===== config.mk =====
export PLATFORM = sky130hd
export DESIGN_NAME = rr_req_encoder
export DESIGN_NICKNAME = d
export VERILOG_FILES = /design/src/rtl/rr_req_encoder.sv
export SDC_FILE = /design/constraint.sdc
export NUM_CORES = 1
export LEC_CHECK = 0
export CAP_MARGIN = 20
export CORE_UTILIZATION = 40
export DETAILED_ROUTE_END_ITERATION = 8
export GPL_TIMING_DRIVEN = 1
export HOLD_SLACK_MARGIN = 0.12
export PLACE_DENSITY = 0.66
export SYNTH_ARGS = -nofsm -noshare
export SYNTH_HDL_FRONTEND = slang
export SYNTH_SLANG_ARGS = --single-unit

===== constraint.sdc =====
create_clock -name clk -period 4.9 [get_ports clk]
set_clock_uncertainty 0.15 [all_clocks]
set_input_delay 0.98 -clock clk [delete_from_list [all_inputs] [get_ports clk]]
set_output_delay 0.98 -clock clk [all_outputs]
set_load 0.03 [all_outputs]

===== src/rtl/rr_req_encoder.sv =====
// ---------------------------------------------------------------------------
// rr_req_encoder
//
// Sequential 4-to-2 request encoder. Incoming request bits are merged into a
// pending register; one pending request is selected (round-robin or fixed
// priority) and its 2-bit index is offered on a valid/ready handshake. The
// one-hot form of the offered index is provided alongside so a downstream
// 2-to-4 decoder result can be round-tripped.
//
// Handshake: valid/ready. A transfer happens in any cycle where valid and
// ready are both high at the rising clock edge. While valid is high and ready
// is low, idx and valid hold stable (no retraction, no re-selection). Ready is
// ignored while valid is low.
//
// Parameters
//   RR_EN     1 = round-robin priority, 0 = fixed priority (index 0 highest)
//
// Ports
//   clk       system clock, rising edge
//   rst       asynchronous reset, active-high
//   req       request bits; bit i high in a cycle marks request i pending
//   ready     consumer accepts the offered index when high together with valid
//   valid     idx holds a granted request
//   idx       encoded index of the granted request
//   grant_oh  one-hot of idx when valid, zero otherwise
//   pend      current pending-request register
//   ovf       one-cycle pulse: a request hit a bit that was already pending
//             and not being cleared that cycle (request merged)
// ---------------------------------------------------------------------------
module rr_req_encoder #(
    parameter bit RR_EN = 1'b1
) (
    input  logic       clk,
    input  logic       rst,
    input  logic [3:0] req,
    input  logic       ready,
    output logic       valid,
    output logic [1:0] idx,
    output logic [3:0] grant_oh,
    output logic [3:0] pend,
    output logic       ovf
);

    // valid is high exactly in HOLD, so the state is directly observable.
    typedef enum logic {
        IDLE = 1'b0,
        HOLD = 1'b1
    } state_t;

    state_t     state_q, state_d;
    logic [1:0] idx_q,   idx_d;
    logic [1:0] ptr_q,   ptr_d;
    logic [3:0] pend_q,  pend_d;
    logic       ovf_q,   ovf_d;

    logic       acc;
    logic [3:0] clr;
    logic [3:0] remain;
    logic [1:0] idle_base;
    logic [1:0] next_base;

    // First set bit of v, searching p, p+1, ... with wrap from 3 to 0.
    // Iterating from the farthest offset down lets the nearest hit win.
    function automatic logic [1:0] sel_f(input logic [3:0] v, input logic [1:0] p);
        logic [1:0] j;
        logic [1:0] r;
        r = 2'd0;
        for (int k = 3; k >= 0; k--) begin
            j = p + 2'(k);
            if (v[j]) begin
                r = j;
            end
        end
        return r;
    endfunction

    // -----------------------------------------------------------------------
    // Handshake and pending-register datapath
    // -----------------------------------------------------------------------
    assign acc = (state_q == HOLD) && ready;
    assign clr = acc ? (4'b0001 << idx_q) : 4'b0000;

    // Pending bits that survive this cycle's accept, excluding new requests.
    assign remain = pend_q & ~clr;

    // A new request on a bit being cleared this cycle simply re-arms it.
    assign pend_d = remain | req;
    assign ovf_d  = |(req & remain);

    // Fixed priority always searches from index 0.
    assign idle_base = RR_EN ? ptr_q : 2'd0;
    assign next_base = RR_EN ? (idx_q + 2'd1) : 2'd0;

    // -----------------------------------------------------------------------
    // State register (also holds the datapath registers)
    // -----------------------------------------------------------------------
    always_ff @(posedge clk or posedge rst) begin
        if (rst) begin
            state_q <= IDLE;
            idx_q   <= 2'd0;
            ptr_q   <= 2'd0;
            pend_q  <= 4'd0;
            ovf_q   <= 1'b0;
        end else begin
            state_q <= state_d;
            idx_q   <= idx_d;
            ptr_q   <= ptr_d;
            pend_q  <= pend_d;
            ovf_q   <= ovf_d;
        end
    end

    // -----------------------------------------------------------------------
    // Next-state logic
    // -----------------------------------------------------------------------
    always_comb begin
        state_d = state_q;
        idx_d   = idx_q;
        ptr_d   = ptr_q;
        case (state_q)
            IDLE: begin
                if (|pend_q) begin
                    idx_d   = sel_f(pend_q, idle_base);
                    state_d = HOLD;
                end
            end
            HOLD: begin
                if (acc) begin
                    // Pointer moves past the index just served; the next
                    // idle search then starts there.
                    if (RR_EN) begin
                        ptr_d = idx_q + 2'd1;
                    end
                    // Back-to-back grant from what remains pending; requests
                    // arriving this cycle are only seen next cycle via pend.
                    if (|remain) begin
                        idx_d = sel_f(remain, next_base);
                    end else begin
                        state_d = IDLE;
                    end
                end
            end
            default: begin
                state_d = IDLE;
            end
        endcase
    end

    // -----------------------------------------------------------------------
    // Output logic
    // -----------------------------------------------------------------------
    always_comb begin
        valid    = (state_q == HOLD);
        idx      = idx_q;
        pend     = pend_q;
        ovf      = ovf_q;
        grant_oh = valid ? (4'b0001 << idx_q) : 4'b0000;
    end

endmodule

==> metrics.yaml <==
synthesis:
  synthesis.instances: 98
  yosysWarnings: 0
  synthFlopType: "dfrtp_1"
  yosysTopAreaCell: "dfrtp_1"
  yosysTopAreaCellShare_pct: 30.3
  yosysUniqueCellTypes: 39
  synth_commonest_cells: "11 x nand2_1, 10 x dfrtp_1, 9 x nand3_1, 7 x inv_1"
  synth.most_common_cell: "nand2_1"
  synth.area.top_cells: "dfrtp_1 30%, ha_1 6.1%, nand3_1 5.5%"
  async_reset_ff_share_pct: 100
  netlist_area_um2: 826
  synth-seq-area-share_pct: 30.3
  syn_nets: 109
  syn_area_per_cell_um2: 8.43
  synth_edf_count: 0
  ys_seq_elements: 10
timing:
  fin_crit_ns: 3.24
  grt_setup_unrepaired: "false"
  setup_tns_ns: 0
  worst_pin_slew_ns: 0.489
  whs_ns: 0.365
  drv_slew: 0
  period_share_pct: 66.1
  report.final.hold_viol_count: 0
  setup_viol: 0
  fmax_mhz: 309
  relSlewSlack_pct: 67.4
setup_path:
  path_class: "flop to primary output"
  cp_slowest_cell: "dfrtp_1"
  required_ns: 3.77
  critPathCaptureType: "primary output"
  worstSetupStartpointType: "flop"
  cp_num_buf_inv: 2
  cp_max_fo: 15
  cp_cell_sequence: "inv_1 > ha_1 > and2_1 > clkdlybuf4s50_1"
  critPathMaxStageDelay_ns: 0.65
  crit_family: "buffers and inverters"
  crit_arrival_ns: 2.11
drt:
  wirelength_um: 1970
  wl_per_cell_um: 14.2
  vias_per_cell: 5.68
  drc_errors: 0
  firstDrtPassIters: 4
  ant_nets: 0
  drt-initial-drc-count: 43
  vias: 790
pwr:
  internal_power_uw: 291
  p_leak_uw: 0.000423
  pwr-share-seq_pct: 29.4
  p_sw_uw: 285
  netSwitchingFraction_pct: 49.5
  ir_drop_mv: 0.253
  powerDensity_nw_per_um2: 563
  pwr-share-comb_pct: 60.8
  p_clk_share_pct: 9.8
floorplanning:
  initial_core_util_pct: 42.5
  die-height_um: 47.4
  io_pins: 19
  die_area_um2: 2250
  die_w_um: 47.4
  rows: 16
  coreArea_um2: 1940
cells_and_area:
  num-nets-final: 125
  finalNonFillerCells: 139
  antennaDiodeCount: 0
  n_fill_cell: 192
  post-route-cell-area_um2: 1020
  area_growth_syn_to_layout_pct: 23.9
  drive_gt1_share_pct: 9.82
clocking:
  postCtsSetupRepairBufs: 0
  cts_buffers: 3
  cts_resized: 0
  insertion_delay_ns: 0.27
  clockBufferDepth: 2
  root_buffer: "clkbuf_4"
  clk_pin_slew_ns: 0.06
  cts_num_sinks: 10
  cts_hold_buf: 0
  cts_tree: "yes"
  htree_levels: 1
placement:
  gp_congestion: 0.830
  dp_cells: 136
  numPortBuffers: 18
  dpl.hpwl_um: 1410
  dpl_cell_area_um2: 1000
run_status:
  status: "finished clean"
min_path:
  min_path_type: "flop to flop"
run:
  cap_viol_max_count: 0
grt:
  grt.overflow.total: 0
  grt_pass1_vias: 649
  grt.total_usage_pct: 19.0
  grt_pass1_wl_um: 2950
  antenna_found_initial: 0
  grt_max_degree: 16
==> cells in the final DEF, fill, tap and decap left out, drive strengths merged <==
cell type,Yosys,final
a311oi,2,2
a31oi,1,1
or2,1,1
a22oi,1,1
and2,5,5
a21oi,4,4
or4,1,1
a21boi,1,1
a32oi,1,1
a21o,1,1
o21ai,6,6
o221ai,1,1
a221oi,1,1
o211ai,1,1
clkbuf,2,3
nand2b,4,4
inv,8,8
nor3,1,1
dfrtp,10,10
a311o,1,1
o2bb2ai,1,1
mux2,2,2
o2111ai,1,1
ha,4,4
nand3,9,9
nor2,3,3
mux2i,3,3
clkdlybuf4s50,0,18
o211a,1,1
o311ai,1,1
nor2b,1,1
nand2,11,11
nand4,3,3
==> final timing paths <==
| kind | start | end | slack (ns) | cells after the start |
|---|---|---|---|---|
| min reg2reg | idle_base[0]$_DFFE_PP0P_ | idle_base[0]$_DFFE_PP0P_ | 0.36 | 2 |
| max reg2reg | idx[0]$_DFFE_PP0P_ | idx[0]$_DFFE_PP0P_ | 2.51 | 6 |
| min | idle_base[0]$_DFFE_PP0P_ | idle_base[0]$_DFFE_PP0P_ | 0.36 | 2 |
| max in group asynchronous | rst | pend[1]$_DFF_PP0_ | 3.48 | 2 |
| min in group asynchronous | rst | pend[2]$_DFF_PP0_ | 0.84 | 2 |
| max | idx[0]$_DFFE_PP0P_ | grant_oh[2] | 1.66 | 4 |
==> registers in the layout, indices dropped and copies added (netlist names) <==
signal     count
pend           4
idle_base      2
ovf            1
valid          1
idx            2
==> per-stage QoR <==
step	worst slack (ns)	total power [uW]	utilization [%]
final	1.66	576	52.7
after global routing	1.56	617	52.7
after CTS	1.67	578	52.7
after detailed placement	1.91	520	51.5
after global placement	1.97	519	51.5
after floorplan	2.40	406	-
==> cells by family after synthesis <==
group | Yosys count | synth area share [%]
compound gates | 25 | 23.0
fa+ha+maj | 4 | 6.06
buf+inv | 15 | 8.33
flops | 10 | 30.3
mux | 5 | 7.88
simple gates | 39 | 24.4
==> worst min-delay path, stage by stage, from the launching register on <==
cell	delay (ns)
dfrtp_1	0.36
nand2_1	0.05
o21ai_0	0.07
==> layout make-up <==
type | count | area, um^2 | share of cell area, %
Clock buffer | 3 | 22.5 | 2.20
Tap cell | 27 | 33.8 | 3.30
Inverter | 8 | 30.0 | 2.93
Multi-Input combinational cell | 73 | 507 | 49.5
Timing Repair Buffer | 18 | 180 | 17.6
Sequential cell | 10 | 250 | 24.4
==> routing by layer <==
metal / share of wire [%] / vias up / track usage (%)
met4: 0 / 0 / 1.71
met2: 49 / 32 / 31.0
met5: 0 / - / 0
li1: - / 386 / -
met3: 8.5 / 0 / 6.04
met1: 43 / 372 / 25.5
==> power groups by stage <==
| stage | combinational, uW | clock [uW] | sequential (uW) |
|---|---|---|---|
| 3_3_place_gp | 351 | 0 | 168 |
| 4_1_cts | 350 | 58.9 | 168 |
| 5_1_grt | 381 | 61.0 | 175 |
| 6_report | 350 | 56.6 | 169 |
| 3_5_place_dp | 350 | 0 | 170 |
| 2_1_floorplan | 237 | 0 | 169 |
(Power assumes the default switching activity.)
